--- config.mk ---
export PLATFORM = sky130hd
export DESIGN_NAME = ama_riscv_hazard_ctrl
export DESIGN_NICKNAME = d
export VERILOG_FILES = /design/src/rtl/ama_riscv_hazard_ctrl.sv
export SDC_FILE = /design/constraint.sdc
export NUM_CORES = 1
export LEC_CHECK = 0
export BUFFER_PORTS_ARGS = -buffer_cell sky130_fd_sc_hd__buf_2
export CAP_MARGIN = 25
export CORE_MARGIN = 1
export CORE_UTILIZATION = 35
export CTS_CLUSTER_DIAMETER = 200
export CTS_CLUSTER_SIZE = 8
export DETAILED_ROUTE_END_ITERATION = 16
export HOLD_SLACK_MARGIN = 0.03
export PLACE_DENSITY = 0.56
export SYNTH_ARGS = -nofsm -noshare
export SYNTH_HDL_FRONTEND = slang
export SYNTH_SLANG_ARGS = --single-unit
--- constraint.sdc ---
create_clock -name clk -period 3.2 [get_ports clk]
set_input_delay 0.64 -clock clk [delete_from_list [all_inputs] [get_ports clk]]
set_output_delay 0.64 -clock clk [all_outputs]
set_load 0.02 [all_outputs]
--- src/rtl/ama_riscv_hazard_ctrl.sv ---
// Hazard sequencing for the 5-stage pipeline: load-use bubble, DMEM freeze with
// timeout, and the two-cycle IF/ID flush that follows an EX redirect.
module ama_riscv_hazard_ctrl #(
   parameter int STALL_CNT_W = 16,
   parameter int MEM_TIMEOUT = 255
) (
   input  logic                   clk,
   input  logic                   rst_n,
   input  logic                   inst_valid_id,
   input  logic                   rs1_used_id,
   input  logic                   rs2_used_id,
   input  logic [4:0]             rs1_id,
   input  logic [4:0]             rs2_id,
   input  logic                   load_inst_ex,
   input  logic [4:0]             rd_ex,
   input  logic                   dmem_req_mem,
   input  logic                   dmem_ready,
   input  logic                   branch_taken_ex,
   output logic                   stall_if,
   output logic                   stall_id,
   output logic                   stall_ex,
   output logic                   stall_mem,
   output logic                   bubble_ex,
   output logic                   flush_if,
   output logic                   flush_id,
   output logic                   pc_redirect,
   output logic [1:0]             state,
   output logic [STALL_CNT_W-1:0] stall_cycles,
   output logic                   err_mem_timeout
);

   typedef enum logic [1:0] {
      RUN      = 2'd0,
      MEM_WAIT = 2'd1,
      FLUSH    = 2'd2
   } state_t;

   localparam int TMO_W = $clog2(MEM_TIMEOUT + 1);
   localparam logic [TMO_W-1:0] TMO_MAX  = TMO_W'(MEM_TIMEOUT);
   localparam logic [TMO_W-1:0] TMO_LAST = TMO_W'(MEM_TIMEOUT - 1);

   state_t                 state_q, state_d;
   logic [TMO_W-1:0]       tmo_cnt_q, tmo_cnt_d;
   logic                   err_q, err_d;
   logic [STALL_CNT_W-1:0] stall_cnt_q, stall_cnt_d;

   logic freeze, lu;
   logic stall_if_c, stall_id_c, stall_ex_c, stall_mem_c;
   logic bubble_ex_c, flush_if_c, flush_id_c, pc_redirect_c;

   assign freeze = dmem_req_mem && !dmem_ready;
   assign lu     = load_inst_ex && inst_valid_id && (rd_ex != 5'd0) &&
                   ((rs1_used_id && (rs1_id == rd_ex)) ||
                    (rs2_used_id && (rs2_id == rd_ex)));

   always_comb begin
      state_d       = state_q;
      stall_if_c    = 1'b0;
      stall_id_c    = 1'b0;
      stall_ex_c    = 1'b0;
      stall_mem_c   = 1'b0;
      bubble_ex_c   = 1'b0;
      flush_if_c    = 1'b0;
      flush_id_c    = 1'b0;
      pc_redirect_c = 1'b0;

      if (freeze) begin
         stall_if_c  = 1'b1;
         stall_id_c  = 1'b1;
         stall_ex_c  = 1'b1;
         stall_mem_c = 1'b1;
         if (state_q == RUN)
            state_d = MEM_WAIT;
      end else begin
         case (state_q)
            RUN, MEM_WAIT: begin
               // Redirect wins over load-use: the dependent ID instruction is flushed anyway.
               if (branch_taken_ex) begin
                  pc_redirect_c = 1'b1;
                  flush_if_c    = 1'b1;
                  flush_id_c    = 1'b1;
                  state_d       = FLUSH;
               end else begin
                  if (lu) begin
                     stall_if_c  = 1'b1;
                     stall_id_c  = 1'b1;
                     bubble_ex_c = 1'b1;
                  end
                  state_d = RUN;
               end
            end
            FLUSH: begin
               flush_id_c = 1'b1;
               state_d    = RUN;
            end
            default: state_d = RUN;
         endcase
      end
   end

   always_comb begin
      tmo_cnt_d = '0;
      err_d     = err_q;
      if (freeze) begin
         tmo_cnt_d = (tmo_cnt_q == TMO_MAX) ? tmo_cnt_q : tmo_cnt_q + 1'b1;
         if (tmo_cnt_q >= TMO_LAST)
            err_d = 1'b1;
      end
   end

   always_comb begin
      stall_cnt_d = stall_cnt_q;
      if (stall_if_c && (stall_cnt_q != {STALL_CNT_W{1'b1}}))
         stall_cnt_d = stall_cnt_q + 1'b1;
   end

   always_ff @(posedge clk or negedge rst_n) begin
      if (!rst_n) begin
         state_q     <= RUN;
         tmo_cnt_q   <= '0;
         err_q       <= 1'b0;
         stall_cnt_q <= '0;
      end else begin
         state_q     <= state_d;
         tmo_cnt_q   <= tmo_cnt_d;
         err_q       <= err_d;
         stall_cnt_q <= stall_cnt_d;
      end
   end

   // Controls are combinational, so gate them with reset to keep them quiet while rst_n is low.
   assign stall_if        = rst_n & stall_if_c;
   assign stall_id        = rst_n & stall_id_c;
   assign stall_ex        = rst_n & stall_ex_c;
   assign stall_mem       = rst_n & stall_mem_c;
   assign bubble_ex       = rst_n & bubble_ex_c;
   assign flush_if        = rst_n & flush_if_c;
   assign flush_id        = rst_n & flush_id_c;
   assign pc_redirect     = rst_n & pc_redirect_c;
   assign state           = state_q;
   assign stall_cycles    = stall_cnt_q;
   assign err_mem_timeout = err_q;

endmodule

==> results of run 1 <==
## registers in the layout, summed over array words and instances, names as in the netlist
register         cells
err_mem_timeout      1
stall_cycles        16
state                2
tmo_cnt_q            8
## synth_stat cells
library cell	number
dfrtp_1	27
nor2_1	17
xnor2_1	14
xor2_1	14
nand2_1	13
nand4_1	8
nor3_1	7
nand3_1	6
a31oi_1	4
inv_1	4
a21oi_1	3
and3_1	3
buf_4	3
ha_1	3
nand2b_1	3
o21ai_0	3
a211oi_1	2
and2_1	2
clkbuf_1	2
a21boi_0	1
and4_1	1
buf_6	1
mux2_2	1
nand4bb_1	1
nor2b_1	1
nor4_1	1
o2111ai_1	1
o21ai_4	1
o21bai_1	1
o22ai_1	1
o32a_1	1
or2_2	1
or3_1	1
or3_4	1
## metal layers
| layer | wire length (um) | vias to the layer above |
|---|---|---|
| met4 | 48 | 0 |
| met2 | 1610 | 49 |
| met5 | 0 | - |
| met1 | 1540 | 633 |
| li1 | - | 632 |
| met3 | 184 | 5 |
## metrics by stage
| stage | worst slack (ns) | area [sq um] |
|---|---|---|
| final | 0.608 | 1820 |
| after global routing | 0.505 | 1820 |
| after CTS | 0.613 | 1820 |
| after detailed placement | 0.618 | 1770 |
| after global placement | 0.711 | 1770 |
| after floorplan | 0.468 | 1490 |
## worst max path at each step
stage | startpoint | endpoint | slack (ns) | cells past startpoint
floorplan | rd_ex[1] | stall_if | 0.47 | 6
global placement | rd_ex[1] | stall_id | 0.71 | 7
detailed placement | rd_ex[3] | stall_id | 0.62 | 7
CTS | rd_ex[3] | stall_id | 0.61 | 7
global route | rd_ex[2] | stall_if | 0.51 | 7
finish | rd_ex[1] | stall_id | 0.61 | 7
## area by class of cell
class                   count  area share, %
clock buffers               4           2.48
multi-input cells         116           41.5
repair buffers             52           14.6
inverters                   4          0.826
flip-flops and latches     27           37.2
well taps                  50           3.44
## cell families (layout without fill, tap and decap cells)
logic type	after synthesis	after routing
adder cells (fa/ha/maj)	3	3
multiplexers	1	1
buffers and inverters	10	60
flip-flops	27	27
AO/OA/AOI/OAI	18	18
XOR/XNOR	28	28
AND/OR/NAND/NOR	66	66
## critical path, cell delays in order
cell and delay, ns:
buf_2 0.12, xnor2_1 0.17, nand4_1 0.11, o22ai_1 0.34, nand2_1 0.12, a21boi_0 0.25, buf_2 0.21
## power groups by stage
stage,sequential [uW],combinational (uW),clock (uW)
2_1_floorplan,435,72.6,0
3_3_place_gp,407,165,0
3_5_place_dp,409,169,0
4_1_cts,402,170,200
5_1_grt,408,185,214
6_report,402,166,195
## cell usage in the layout, fill, tap and decap left out, types with 2 or more instances in the layout
| cell | count |
|---|---|
| nor3_1 | 7 |
| buf_4 | 2 |
| a31oi_1 | 4 |
| clkbuf_8 | 3 |
| ha_1 | 3 |
| and2_1 | 2 |
| nand2b_1 | 3 |
| nand3_1 | 6 |
| a21oi_1 | 3 |
| and3_1 | 3 |
| inv_1 | 4 |
| nand4_1 | 8 |
| xor2_1 | 14 |
| buf_2 | 50 |
| xnor2_1 | 14 |
| o21ai_0 | 3 |
| nor2_1 | 17 |
| a211oi_1 | 2 |
| nand2_1 | 13 |
| dfrtp_1 | 27 |
==> reports/results.ini, run 1 <==
[die]
die_h_um=67.2
start_util_pct=36.9
io_pins=51
core_sq_um=4030
rows=23
die_width_um=67.2
dieArea_sq_um=4510

[cts]
htreeDepth=1
cts_buffers=3
cts_tree=yes
cts_setup_buffers=0
cts_resized=0
root_buffer=clkbuf_8
ctsHoldBuffers=0
clk_latency_ns=0.27
cts_buffer_depth=2
cts.clk_slew.worst_paths_ns=0.09
cts_sinks=27

[routing]
wirelength_mm=3.38
drt_pass1_iterations=4
drtIter0Drc=57
wl_per_cell_um=13.4
postRouteAntennaNets=0
post-route-drc-count=0
vias=1319
avgViaCountPerCell=5.21

[synth]
yosysWarningCount=0
synthSimpleGateAreaFrac_pct=22.5
synth_compound_area_share_pct=8.50
syn_inst=153
synth.area.mux_share_pct=0.758
synth_top_cell_by_area=dfrtp_1
synth_xor_area_share_pct=16.5
syn_area_per_cell_sq_um=9.72
synth_area_sq_um=1490
ys_seq_area_share_pct=45.5
synthTopCellsByArea=dfrtp_1 (45%), xnor2_1 (8.2%), xor2_1 (8.2%)
ys_seq_elements=27
synth_top_area_share_pct=45.5
synth_top_family_by_area=simple AND/OR/NAND/NOR gates
synth_cell_types=34
synth_fa_ha_area_share_pct=2.53
syn_nets=180

[worst_setup_path]
start_kind=input pin
r2r-end=stall_cycles[1]
r2r_cells=6
worstPathRequired_ns=2.56
critPathKind=in2out
path_max_fanout=3
timing.rr.start=stall_cycles[0]
cp-end-kind=primary output
cp.arrival_ns=1.95
r2r_slack_ns=0.98

[layout]
drive_gt1_share_pct=29.1
utilization_pct=45.1
nNetsFinal=231
fin_cells=253
seq_area_sq_um=676
diodes=0
area_growth_pct=22.3
multiInputGateArea_sq_um=754
fillers=412

[pwr]
switching_share_pct=30.9
p_leak_uw=0.000919
powerDensity_nw_per_um2=420
switching_power_uw=236
finalPower_uw=763
pwr-share-seq_pct=52.7
pwr-share-clk_pct=25.5
pwr-share-comb_pct=21.8
ir_worst_vdd_mv=0.282
internal_power_uw=527

[placed_design]
dp_hpwl_mm=2.58
place_congestion=0.843
port_buffers=50
place_inst=249

[global_routing]
grt_overflow=0
grt_max_degree=25
track_usage_pct=15.6
grt_pass1_wl_mm=5.25
use_met1_pct=19.0
grt_pass1_vias=1212
use_met3_pct=2.20
busiest_layer=met2
use_met2_pct=27.4
antenna_found_initial=0

[sta]
finClkSkew_ns=0.00335
slew-limit-headroom_pct=68.8
worst_pin_slew_ns=0.467
tns_ns=0
finalCritPeriodShare_pct=81.0
rsz0062_at_grt=false
layout_min_cycle_time_ns=2.59
fmax_ghz=0.386
slew_viol_final=0
hold_viol=0
setup_violations=0
holdWs_ns=0.178

[flow_run]
cap_violations=0

[min_path]
hp-class=in2async

[status]
outcome=complete, no violations

(Power assumes the default switching activity.)
==> run 2: changes to the inputs <==
- clock period: 3.2 -> 2.4 ns (I/O delays scaled with it)
==> run 2 against run 1 <==
  * Design area grew 1.4%
  * Via count shrank 2.6%
  * Non-clock buffer count grew 3
  * Sequential power grew 34%
  * Die area is the same
  * Highest routed layer unchanged
==> reports/results.ini, run 2 (synthesis results as in run 1) <==
[pwr]
ir_worst_vdd_mv=0.430  ; +52%
p_leak_uw=0.000934  ; +1.6%
powerDensity_nw_per_um2=558  ; +33%

[cts]
root_buffer=clkbuf_8
htreeDepth=1  ; unchanged
cts.clk_slew.worst_paths_ns=0.09  ; about the same
cts_buffer_depth=2  ; unchanged
cts_resized=0  ; unchanged
cts_sinks=27  ; unchanged
cts_buffers=3  ; unchanged
cts_tree=yes
clk_latency_ns=0.28  ; about the same

[layout]
seq_area_sq_um=676  ; unchanged
fillers=389  ; -5.6%
multiInputGateArea_sq_um=754  ; unchanged
utilization_pct=45.7  ; +0.62 points
final_common_cell=buf_2
fin_cells=256  ; +1.2%
area_growth_pct=24.0
drive_gt1_share_pct=29.6  ; +0.55 points
diodes=0  ; unchanged
final_cell_mix=buf_2 (50), dfrtp_1 (27), nor2_1 (17), xnor2_1 (14), xor2_1 (14)
largest_reg_flops=16  ; unchanged
nNetsFinal=234  ; +1.3%

[worst_setup_path]
cp_top_family=simple AND/OR/NAND/NOR gates
path_buf_inv=0  ; -2
critPathKind=reg2reg
start_kind=flop
timing.rr.start=stall_cycles[0]
cp.arrival_ns=2.37  ; +0.42 ns
cp_slowest_cell=dfrtp_1
r2r_cells=6  ; unchanged
r2r-end=stall_cycles[1]
worstPathRequired_ns=2.57  ; about the same
cp-end-kind=flop
path_max_fanout=16  ; +13
crit_path_max_incr_delay_ns=0.45  ; +0.11 ns
r2r_slack_ns=0.21  ; -0.77 ns
path_cells=ha_1 -> nand3_1 -> or3_4 -> o32a_1 -> o21ai_4 -> mux2_2

[routing]
postRouteAntennaNets=0  ; unchanged
avgViaCountPerCell=5.02  ; -3.7%
wl_per_cell_um=12.7  ; -4.7%
drtIter0Drc=50  ; -12%
post-route-drc-count=0  ; unchanged
drt_pass1_iterations=4  ; unchanged
wirelength_mm=3.26  ; -3.6%
vias=1285  ; -2.6%

[flow_run]
cap_violations=0  ; unchanged

[die]
rows=23  ; unchanged
io_pins=51  ; unchanged
dieArea_sq_um=4510  ; unchanged
core_sq_um=4030  ; unchanged
die_h_um=67.2  ; unchanged
start_util_pct=36.9  ; unchanged
die_width_um=67.2  ; unchanged

[min_path]
hp-class=reg2reg
holdPathEnd=stall_cycles[12]
min_from=stall_cycles[12]
hold_depth=1

[global_routing]
track_usage_pct=15.1  ; -0.45 points
grt_pass1_wl_mm=5.03  ; -4.2%
grt_max_degree=17  ; -32%
grt_pass1_vias=1162  ; -4.1%
antenna_found_initial=0  ; unchanged
grt_overflow=0  ; unchanged

[sta]
slew_viol_final=0  ; unchanged
finClkSkew_ns=0.00542  ; +0.00206 ns
fmax_ghz=0.456
rsz0062_at_grt=false
finalCritPeriodShare_pct=91.4
setup_violations=0  ; unchanged
layout_min_cycle_time_ns=2.19
holdWs_ns=0.488  ; +0.309 ns
fin_ws_ns=0.205  ; -0.402 ns
hold_viol=0  ; unchanged
tns_ns=0  ; unchanged
slew-limit-headroom_pct=72.8  ; +4.1 points
worst_pin_slew_ns=0.406  ; -0.0609 ns

[placed_design]
port_buffers=50  ; unchanged
dp_hpwl_mm=2.56  ; -0.74%
dp_slack_ns=0.217  ; -0.401 ns
place_congestion=0.749  ; -11%
place_inst=251  ; +0.80%

[status]
outcome=complete, no violations

-- run 2: timing repair --
| action | 4_1_cts | 5_1_grt |
|---|---|---|
| hold endpoints to repair | 1 | 0 |
| hold buffers | 1 | 0 |
| setup buffers | 0 | 0 |
-- run 2: worst max-delay path by stage --
stage / slack, ns / end / startpoint / cells past startpoint
final: 0.21 / stall_cycles[1] / stall_cycles[0] / 6
after CTS: 0.19 / stall_ex / rst_n / 5
after detailed placement: 0.22 / stall_cycles[1] / stall_cycles[0] / 6
after floorplan: 0.18 / stall_if / rd_ex[1] / 6
after global routing: 0.08 / stall_cycles[1] / stall_cycles[0] / 6
after global placement: 0.31 / stall_cycles[1] / stall_cycles[0] / 6
-- run 2: per-layer routing --
metal / up-vias / wire, um / track usage [%]
met5: - / 0 / 0
met4: 0 / 59 / 7.98
met3: 5 / 241 / 2.70
met2: 43 / 1510 / 26.3
met1: 601 / 1450 / 17.7
li1: 636 / - / -
-- run 2: through the flow --
stage,instance area [sq um],power (uW)
floorplan,1490,677
global placement,1790,765
detailed placement,1790,774
CTS,1840,1040
global route,1840,1080
finish,1840,1030
-- run 2: power breakdown --
part           internal (uW)  switching [uW]  leakage, uW
combinational           97.9             131     0.000554
clock                    119             143    0.0000228
sequential               490            48.1     0.000357
-- run 2: layout make-up --
cell class | count | share of cell area (%)
Multi-Input combinational cell | 116 | 40.9
Sequential cell | 27 | 36.7
Timing Repair Buffer | 55 | 15.8
Tap cell | 50 | 3.39
Clock buffer | 4 | 2.44
Inverter | 4 | 0.815
==> run 3: changes to the inputs <==
- CORE_UTILIZATION: 35 -> 40
- PLACE_DENSITY: 0.56 -> 0.63
==> run 3 against run 2 <==
  * Non-clock buffer count fell by 2
  * Combinational power is 2% lower
  * Clock skew increased by 0.0044 ns
  * Final cell count shrank 2.3%
  * Sequential share of layout area rose by 0.43 points
  * Utilization grew 7.2 points
  * Flip-flop and latch count unchanged
  * Global-route usage is 3.3 points higher
  * Routed wire length increased by 2.8%
  * Via count increased by 1.3%
  * Register-to-register slack hardly changed
  * Highest routed layer unchanged
==> reports/results.ini, run 3 (synthesis results as in run 1) <==
[layout]
area_growth_pct=22.6
drive_gt1_share_pct=29.9  ; +0.29 points
largest_reg_flops=16  ; unchanged
nNetsFinal=232  ; -0.85%
final_cell_mix=buf_2 (50), dfrtp_1 (27), nor2_1 (17), xnor2_1 (14), xor2_1 (14)
final_common_cell=buf_2
diodes=0  ; unchanged
utilization_pct=52.9  ; +7.2 points

[die]
dieArea_sq_um=3960  ; -12%
die_h_um=63.0  ; -6.3%
io_pins=51  ; unchanged
die_width_um=63.0  ; -6.3%
rows=21  ; -8.7%
start_util_pct=43.2  ; +6.3 points
core_sq_um=3440  ; -15%

[cts]
cts_sinks=27  ; unchanged
cts_tree=yes
cts_buffers=3  ; unchanged
cts_resized=0  ; unchanged
htreeDepth=1  ; unchanged
ctsHoldBuffers=0  ; -1
cts.clk_slew.worst_paths_ns=0.10  ; about the same
root_buffer=clkbuf_8
clk_latency_ns=0.28  ; about the same
cts_buffer_depth=2  ; unchanged
cts_setup_buffers=0  ; unchanged

[sta]
fmax_ghz=0.455  ; -0.23%
hold_viol=0  ; unchanged
setup_violations=0  ; unchanged
rsz0062_at_grt=false
finalCritPeriodShare_pct=91.7  ; +0.21 points
finClkSkew_ns=0.00977  ; +0.00435 ns
slew-limit-headroom_pct=72.0  ; -0.82 points
worst_pin_slew_ns=0.418  ; +0.0122 ns
slew_viol_final=0  ; unchanged
tns_ns=0  ; unchanged
layout_min_cycle_time_ns=2.20  ; +0.00497 ns

[routing]
avgViaCountPerCell=5.21  ; +3.8%
drtIter0Drc=50  ; unchanged
wirelength_mm=3.35  ; +2.8%
wl_per_cell_um=13.4  ; +5.3%
drt_pass1_iterations=4  ; unchanged
vias=1302  ; +1.3%
postRouteAntennaNets=0  ; unchanged
post-route-drc-count=0  ; unchanged

[placed_design]
port_buffers=50  ; unchanged
dp_hpwl_mm=2.57  ; +0.20%
place_congestion=0.743  ; -0.79%

[worst_setup_path]
cp.arrival_ns=2.36  ; about the same
cp-end-kind=flop
start_kind=flop
worstPathRequired_ns=2.56  ; about the same
critPathKind=reg2reg
path_max_fanout=16  ; unchanged

[pwr]
switching_power_uw=322  ; about the same
pwr-share-clk_pct=25.2  ; -0.3 points
ir_worst_vdd_mv=0.447  ; +4.1%
powerDensity_nw_per_um2=562  ; +0.62%
pwr-share-seq_pct=52.8  ; +0.5 points
pwr-share-comb_pct=21.9  ; -0.3 points
p_leak_uw=0.000928  ; -0.67%
internal_power_uw=701  ; -0.79%
switching_share_pct=31.5  ; +0.18 points

[status]
outcome=complete, no violations

[min_path]
hp-class=in2async

[global_routing]
grt_max_degree=17  ; unchanged
antenna_found_initial=0  ; unchanged
track_usage_pct=18.4  ; +3.3 points
grt_pass1_wl_mm=5.66  ; +12%
grt_pass1_vias=1209  ; +4.0%
grt_overflow=0  ; unchanged

[flow_run]
cap_violations=0  ; unchanged

run 3: changes by cell type in the layout (fill, tap and decap cells not counted), sizes merged:
cell | before | now
clkbuf | 4 | 3
buf | 54 | 53
clkinv | 0 | 1
dlygate4sd3 | 1 | 0
run 3: path summary, 6_finish.rpt:
| path | from | endpoint | slack [ns] | cells after the start |
|---|---|---|---|---|
| min in group clk | err_mem_timeout | err_mem_timeout | 0.48 | 1 |
| max in group asynchronous | rst_n | stall_cycles[1] | 1.81 | 2 |
| worst max register to register | stall_cycles[0] | stall_cycles[1] | 0.20 | 6 |
| worst min-delay path | rst_n | state[1] | 0.09 | 1 |
| worst max-delay path | stall_cycles[0] | stall_cycles[1] | 0.20 | 6 |
| worst min register to register | err_mem_timeout | err_mem_timeout | 0.48 | 1 |
run 3: layout make-up:
class / instances / area [sq um]
multi-input cells: 116 / 754
well taps: 46 / 57.6
repair buffers: 53 / 273
flip-flops and latches: 27 / 676
fillers: 334 / 1620
clock buffers: 3 / 41.3
clock inverters: 1 / 5.00
inverters: 4 / 15.0
run 3: per-stage QoR:
step | cells | area (sq um) | power [uW] | hold slack [ns] | worst slack, ns
after floorplan | 153 | 1490 | 677 | 0.184 | 0.185
after global placement | 246 | 1780 | 762 | 0.379 | 0.310
after detailed placement | 246 | 1780 | 773 | 0.387 | 0.224
after CTS | 250 | 1820 | 1040 | 0.0832 | 0.202
after global routing | 250 | 1820 | 1080 | 0.0874 | 0.0725
final | 250 | 1820 | 1020 | 0.0850 | 0.200
run 3: power by group through the flow:
stage          Sequential, uW  Clock (uW)  Combinational [uW]
2_1_floorplan             580           0                96.9
3_3_place_gp              539           0                 222
3_5_place_dp              547           0                 226
4_1_cts                   538         274                 227
5_1_grt                   547         290                 247
6_report                  541         258                 224
run 3: metal layers:
| layer | GRT usage (%) | vias up | share of wire [%] |
|---|---|---|---|
| li1 | - | 633 | - |
| met1 | 23.0 | 621 | 43 |
| met2 | 30.6 | 44 | 49 |
| met3 | 3.65 | 4 | 6.1 |
| met4 | 7.85 | 0 | 1.3 |
| met5 | 0 | - | 0 |
run 3: worst max-delay path, cell delays in order, from the launching register on:
cell and delay [ns]:
dfrtp_1 0.45, ha_1 0.20, nand3_1 0.11, or3_4 0.43
o32a_1 0.33, o21ai_4 0.18, mux2_2 0.38
